File: src/rtl/nibble_serial_adder.sv
// ---------------------------------------------------------------------------
// nibble_serial_adder
//
// Adds two (4*NIBBLES)-bit operands plus a carry-in, one nibble per clock,
// by driving an external combinational 4-bit ripple adder and capturing its
// results. The carry between nibbles is held in a register, so the only
// ripple path is inside the external 4-bit adder itself.
//
// Ports:
//   CLK     in   clock, rising edge
//   RST_N   in   asynchronous active-low reset
//   START   in   request, accepted when not in RUN
//   A, B    in   operands (4*NIBBLES bits), latched on acceptance
//   CIN     in   carry-in, latched on acceptance
//   BUSY    out  high while nibbles are being processed (registered)
//   DONE    out  one-cycle pulse; SUM/COUT valid from this cycle on
//   SUM     out  result, held until the next completion
//   COUT    out  final carry-out, held with SUM
//   ADD_X   out  current nibble of latched A to the 4-bit adder
//   ADD_Y   out  current nibble of latched B to the 4-bit adder
//   ADD_C0  out  registered carry to the 4-bit adder
//   ADD_S   in   sum nibble from the 4-bit adder
//   ADD_C4  in   carry-out from the 4-bit adder
// ---------------------------------------------------------------------------
module nibble_serial_adder #(
  parameter int NIBBLES = 4
) (
  input  logic                 CLK,
  input  logic                 RST_N,
  input  logic                 START,
  input  logic [4*NIBBLES-1:0] A,
  input  logic [4*NIBBLES-1:0] B,
  input  logic                 CIN,
  output logic                 BUSY,
  output logic                 DONE,
  output logic [4*NIBBLES-1:0] SUM,
  output logic                 COUT,
  output logic [3:0]           ADD_X,
  output logic [3:0]           ADD_Y,
  output logic                 ADD_C0,
  input  logic [3:0]           ADD_S,
  input  logic                 ADD_C4
);

  localparam int W     = 4 * NIBBLES;
  localparam int IDX_W = (NIBBLES > 1) ? $clog2(NIBBLES) : 1;
  localparam logic [IDX_W-1:0] LAST_IDX = IDX_W'(NIBBLES - 1);

  typedef enum logic [1:0] {
    S_IDLE = 2'd0,
    S_RUN  = 2'd1,
    S_FIN  = 2'd2
  } state_t;

  state_t           r_state;
  state_t           w_state_next;
  logic             r_busy;
  logic             r_done;
  logic [W-1:0]     r_a;
  logic [W-1:0]     r_b;
  logic             r_carry;
  logic [IDX_W-1:0] r_idx;
  logic [W-1:0]     r_work;
  logic [W-1:0]     r_sum;
  logic             r_cout;

  logic             w_accept;
  logic             w_last;
  logic [W-1:0]     w_work_next;

  // START is honoured in IDLE and in FIN (back-to-back), never during RUN.
  assign w_accept = START && (r_state != S_RUN);
  assign w_last   = (r_idx == LAST_IDX);

  // State register; BUSY/DONE are registered from the next state so they
  // carry no combinational path from START.
  always_ff @(posedge CLK or negedge RST_N) begin
    if (!RST_N) begin
      r_state <= S_IDLE;
      r_busy  <= 1'b0;
      r_done  <= 1'b0;
    end else begin
      r_state <= w_state_next;
      r_busy  <= (w_state_next == S_RUN);
      r_done  <= (w_state_next == S_FIN);
    end
  end

  // Next-state logic
  always_comb begin
    w_state_next = r_state;
    case (r_state)
      S_IDLE:  if (START) w_state_next = S_RUN;
      S_RUN:   if (w_last) w_state_next = S_FIN;
      S_FIN:   w_state_next = START ? S_RUN : S_IDLE;
      default: w_state_next = S_IDLE;
    endcase
  end

  // Outputs: adder operands come only from registers and are forced to zero
  // outside RUN.
  always_comb begin
    BUSY   = r_busy;
    DONE   = r_done;
    SUM    = r_sum;
    COUT   = r_cout;
    ADD_X  = 4'h0;
    ADD_Y  = 4'h0;
    ADD_C0 = 1'b0;
    if (r_state == S_RUN) begin
      for (int j = 0; j < NIBBLES; j++) begin
        if (r_idx == IDX_W'(j)) begin
          ADD_X = r_a[4*j +: 4];
          ADD_Y = r_b[4*j +: 4];
        end
      end
      ADD_C0 = r_carry;
    end
  end

  // Work register with the adder's current nibble dropped into slot idx.
  // Used both for the per-cycle update and for the final SUM capture, so the
  // last nibble reaches SUM on the same edge.
  always_comb begin
    w_work_next = r_work;
    for (int j = 0; j < NIBBLES; j++) begin
      if (r_idx == IDX_W'(j)) begin
        w_work_next[4*j +: 4] = ADD_S;
      end
    end
  end

  // Datapath registers. ADD_S/ADD_C4 are sampled only in RUN, so unknowns on
  // the adder outside RUN never reach SUM/COUT.
  always_ff @(posedge CLK or negedge RST_N) begin
    if (!RST_N) begin
      r_a     <= '0;
      r_b     <= '0;
      r_carry <= 1'b0;
      r_idx   <= '0;
      r_work  <= '0;
      r_sum   <= '0;
      r_cout  <= 1'b0;
    end else if (w_accept) begin
      r_a     <= A;
      r_b     <= B;
      r_carry <= CIN;
      r_idx   <= '0;
    end else if (r_state == S_RUN) begin
      r_work  <= w_work_next;
      r_carry <= ADD_C4;
      if (w_last) begin
        r_sum  <= w_work_next;
        r_cout <= ADD_C4;
        r_idx  <= '0;
      end else begin
        r_idx  <= r_idx + 1'b1;
      end
    end
  end

endmodule

File: config.mk
export PLATFORM = sky130hd
export DESIGN_NAME = nibble_serial_adder
export DESIGN_NICKNAME = d
export VERILOG_FILES = /design/src/rtl/nibble_serial_adder.sv
export SDC_FILE = /design/constraint.sdc
export NUM_CORES = 1
export LEC_CHECK = 0
export CAP_MARGIN = 20
export CORE_MARGIN = 2
export CORE_UTILIZATION = 46
export CTS_CLUSTER_DIAMETER = 100
export DETAILED_ROUTE_END_ITERATION = 16
export HOLD_SLACK_MARGIN = 0.08
export PLACE_DENSITY = 0.88
export SLEW_MARGIN = 20
export SYNTH_ARGS = -nofsm -noshare
export SYNTH_HDL_FRONTEND = slang
export SYNTH_SLANG_ARGS = --single-unit
File: constraint.sdc
create_clock -name CLK -period 1.6 [get_ports CLK]
set_input_delay 0.32 -clock CLK [delete_from_list [all_inputs] [get_ports CLK]]
set_output_delay 0.32 -clock CLK [all_outputs]
set_load 0.005 [all_outputs]
After elaboration in Yosys (flattened, before gate mapping)
Cells that the tools add are included.

Bitwise operators: 1. Multiplexer cells: 24. Reductions and logical operators: 6. $add $sub $neg: 1. Equal/unequal tests: 8.

Operators with widths (number): two-way mux 4 bit (14); two-way mux 2 bit (5); == test 2 bit, second input constant (4); == test 2 x 1 -> 1 bit, second input constant (3); case mux 2 bit (3 select lines) (1); logical NOT 2 bit (2); two-way mux 1 bit (4); AND reduction 3 bit (1); adder 2 x 1 -> 2 bit, second input constant (1); inequality test 2 x 1 -> 1 bit, second input constant (1); AND reduction 2 bit (1); nonzero test 2 bit (1); logical AND 1 bit (1); inverter 1 bit (1).

Flip-flop bits (word level): 72. Output and inout bits: 28. Logic and storage cells: 50. Bits of input ports: 41.

Logic depth before layout (Yosys ltp)
Depth after elaboration: 6. Depth in mapped cells: 7. Mapped depth without buffers: 5.

Worst setup path before layout
Ideal clock, no wire load.

Kind: register -> output. From: register r_idx[0]. To: output port ADD_X[2]. Slack: -0.095 ns. Buffers on the path: 1. Data required time: 1.280 ns. Data arrival time: 1.375 ns. Cell stages (with the launch flop): 6. Cell sequence: dfrtp_1 ha_1 buf_2 nor2b_1 a221oi_1 o41ai_1.

Longest elaborated chain between the ends: 6.

Ends and longest elaborated chain: start, declared (RTL line 62) `logic [IDX_W-1:0] r_idx;`; start signal, assigned (RTL line 157) `r_idx <= r_idx + 1'b1;`; logical NOT 2 bit (RTL line 112) `if (r_idx == IDX_W'(j)) begin`; two-way mux 4 bit (3 in a row) (RTL line 112); two-way mux 4 bit * (RTL line 112); two-way mux 4 bit * (RTL line 110) `if (r_state == S_RUN) begin`; end, declared (RTL line 38) `output logic [3:0] ADD_X,`.

Every way passes the cells marked *; elsewhere a longest branch is shown, timed or not.

Final worst setup path
From: register r_idx[1]. To: output port ADD_Y[2].

Longest elaborated chain between the ends: 6.

Ends and longest elaborated chain: logical NOT 2 bit (RTL line 112); two-way mux 4 bit (3 in a row) (RTL line 112); two-way mux 4 bit * (RTL line 112); two-way mux 4 bit * (RTL line 110); end, declared (RTL line 39) `output logic [3:0] ADD_Y,`.

Marked as above.

==> flow_summary.toml <==
[status]
status = "finished, violations left"
violations = "setup timing"

[detailed_routing]
routed-via-count = 2437
first_iter_violations = 91
drt-vias-per-instance = 5.42
avgRoutedWirePerCell_um = 20.3
drtAntennaViolNets = 0
detail_route.wirelength_um = 9120
drt_pre_antenna_iters = 4
drcViolationCount = 0

[logic_synthesis]
postSynthRegisterBits = 68
yosys.cell_count.top_type = "sky130_fd_sc_hd__dfrtp_1"
synth_top_area_share_pct = 52.0
synth_seq_area_share_pct = 52.0
yosysWarnings = 0
synthesis.area_per_instance_um2 = 13.8
synth_fp_nets = 283
synthFlopType = "sky130_fd_sc_hd__dfrtp_1"
synth_common_cells = "sky130_fd_sc_hd__dfrtp_1 (68), sky130_fd_sc_hd__mux2_4 (42), sky130_fd_sc_hd__nand2_1 (19)"
cell_count_after_synthesis = 238
synth_cell_type_count = 31
async_flop_share_pct = 100
synth_edf_count = 0
yosys-top-cells-area = "sky130_fd_sc_hd__dfrtp_1 (52%), sky130_fd_sc_hd__mux2_4 (19%), sky130_fd_sc_hd__mux2i_1 (4.0%)"
total_standard_cell_area_after_synthesis_um2 = 3270
synth_top_cell_by_area = "sky130_fd_sc_hd__dfrtp_1"

[sta]
fin_crit_sh_pct = 139
crit_path_time_final_ns = 2.22
finalHoldViolCount = 0
achievable-frequency_mhz = 451
slew_hr_pct = 78.4
fin_ws_ns = -0.616
grt_setup_unrepaired = "yes"
maxSlewViolCount = 0
clock_skew_ns = 0.00842
worst_slew_pin_slew_ns = 0.322
setup-violations-final = 24
holdWs_ns = 0.366

[setup_path]
critPathCapture = "ADD_Y[2]"
regToRegSetupSlack_ns = -0.13
crit_path_class = "reg2out"
chain_of_cells_forming_the_critical_path = "buf_6 > ha_4 > buf_12 > buf_6 > a21oi_4 > o21ai_2 > a32o_2 > buf_2"
startpoint = "r_idx[1]"
timing.critical_path.slowest_cell_delay_ns = 0.43
crit_path_max_delay_family = "buffers and inverters"
cp.buffers_inverters = 4
setup.worst_path.start_class = "register"
cp.required_ns = 1.28
critical_path.reg2reg.startpoint = "r_idx[0]"
worst_path_most_repeated_cell = "sky130_fd_sc_hd__buf_6"
crit_arrival_ns = 1.90
cp_max_fo = 7
critical_path_depth = 8
timing.reg2reg.worst_path_depth = 7
worst_r2r_endpoint = "SUM[15]"
cp_slowest_cell = "sky130_fd_sc_hd__dfrtp_1"
end_kind = "output port"

[hold_path]
worstHoldPathType = "in2async"

[floorplan]
design.portCount = 69
placementRows = 30
core_area_um2 = 6830
initial_core_utilization_pct = 47.9
chip_height_um = 88.4
die_area_um2 = 7810
die_width_um = 88.4

[cells_and_area]
nNetsFinal = 394
layout.area.seq_um2 = 1700
layout-drive-gt1-share_pct = 50.8
antenna_cell_count = 0
area_used_by_multi_input_combinational_logic_um2 = 1730
post-route-cell-area_um2 = 4960
syn_to_final_growth_pct = 51.6
fillers = 446
instances_no_fill = 450

[placed_design]
placement.cell_area_um2 = 4190
dp_cells = 409
gp_routability_congestion = 0.843
dpl.hpwl_um = 5160
placement.io_buffers = 68

[power]
worst_ir_drop_vdd_mv = 1.18
power.density_cell_area_nw_per_um2 = 2210
p_leak_nw = 2.37

[clocking]
clockBufferDepth = 2
worst_skew_pair.late_latency_ns = 0.35
numCtsBuffers = 9
ctsRootBufferMaster = "sky130_fd_sc_hd__clkbuf_8"
num_clock_sinks = 68
cts_tree = "yes"
cts_max_level = 3
cts.reportedPaths.clkPinSlew_ns = 0.08

[global_route]
grt_max_degree = 58
vias_in_the_first_global_route = 2741
grt_pass1_wl_um = 14300
gr-usage-all-layers_pct = 25.1
grt_overflow = 0
antenna_violations_before_repair = 0

[run]
maxCapViolCount = 0
## routing by layer
metal  share of wire [%]  vias to the layer above  track usage [%]
met5                   0                        -                0
met4                 3.9                        0             13.1
met3                 5.2                       30             7.28
met2                  53                       92             42.9
met1                  38                     1243             28.5
li1                    -                     1072                -
## worst register-to-register path, cell delays in order (launching register included)
cell	delay (ns)
sky130_fd_sc_hd__dfrtp_2	0.45
sky130_fd_sc_hd__buf_6	0.14
sky130_fd_sc_hd__ha_4	0.16
sky130_fd_sc_hd__buf_8	0.14
sky130_fd_sc_hd__buf_8	0.12
sky130_fd_sc_hd__buf_6	0.13
sky130_fd_sc_hd__nand3b_4	0.16
sky130_fd_sc_hd__mux2_4	0.32
## how the worst min path moves through the flow
stage               start   endpoint  slack, ns  cells past startpoint
floorplan           RST_N       BUSY       0.02                      0
global placement    RST_N    SUM[14]       0.21                      1
detailed placement  RST_N    SUM[14]       0.22                      1
CTS                 RST_N    SUM[14]       0.36                      2
global route        RST_N  r_work[4]       0.39                      2
finish              RST_N  r_work[4]       0.37                      2
## per-stage QoR
step / utilization, % / setup TNS (ns) / power (W) / setup slack (ns)
floorplan: - / -0.0586 / 0.00598 / -0.0198
global placement: 61.3 / -5.04 / 0.00764 / -0.547
detailed placement: 61.3 / -6.65 / 0.00786 / -0.690
CTS: 70.0 / -4.72 / 0.0103 / -0.624
global route: 72.6 / -6.88 / 0.0115 / -0.686
finish: 72.6 / -5.65 / 0.0109 / -0.616
## flip-flops by register name (all words and copies together), names as in the netlist
name	cells
SUM	16
COUT	1
r_idx	2
BUSY	1
r_work	12
r_a	16
DONE	1
r_state	2
r_b	16
r_carry	1
## cells by family (layout without fill, tap and decap cells)
| group | Yosys count | count (layout) | synth area share, % |
|---|---|---|---|
| DFF | 68 | 68 | 52.0 |
| muxes | 64 | 64 | 26.3 |
| and+or+nand+nor | 46 | 47 | 8.37 |
| AOI/OAI and AO/OA | 36 | 36 | 7.11 |
| buffers and inverters | 20 | 135 | 4.66 |
| adders and majority gates | 4 | 4 | 1.53 |
## final cells by class
| class | instances | share of cell area [%] |
|---|---|---|
| multi-input cells | 151 | 34.8 |
| repair buffers | 115 | 23.9 |
| clock buffers | 10 | 2.77 |
| clock inverters | 6 | 1.41 |
| inverters | 4 | 0.303 |
| well taps | 96 | 2.42 |
| flip-flops and latches | 68 | 34.3 |
## cells in the final DEF, fill, tap and decap left out, types with 5 or more instances in the layout
cell | netlist | routed
sky130_fd_sc_hd__dfrtp_1 | 68 | 67
sky130_fd_sc_hd__clkdlybuf4s50_1 | 0 | 54
sky130_fd_sc_hd__mux2_4 | 42 | 47
sky130_fd_sc_hd__buf_6 | 2 | 19
sky130_fd_sc_hd__buf_4 | 1 | 18
sky130_fd_sc_hd__nand2_1 | 19 | 14
sky130_fd_sc_hd__mux2i_1 | 13 | 13
sky130_fd_sc_hd__clkbuf_8 | 0 | 10
sky130_fd_sc_hd__o21ai_2 | 0 | 9
sky130_fd_sc_hd__buf_2 | 5 | 9
sky130_fd_sc_hd__o21ai_1 | 0 | 8
sky130_fd_sc_hd__nor2b_4 | 0 | 6
sky130_fd_sc_hd__buf_12 | 3 | 6
sky130_fd_sc_hd__nand2_2 | 0 | 5
## power breakdown
| group | total [W] | internal, W | leakage, nW | switching (W) |
|---|---|---|---|---|
| registers | 0.00329 | 0.00260 | 0.805 | 0.000686 |
| logic | 0.00618 | 0.00366 | 1.45 | 0.00251 |
| clock network | 0.00149 | 0.000775 | 0.107 | 0.000711 |
## what timing repair did
action                                  4_1_cts  5_1_grt
endpoints found under the hold margin        11        0
endpoints found under the setup margin       25       68
cloned                                        4        0
buffers inserted                             16        7
resized for setup                           103       51
hold buffers                                  1        0
pin swaps                                    12       13
Note: power is estimated with default switching activity, not from simulation.
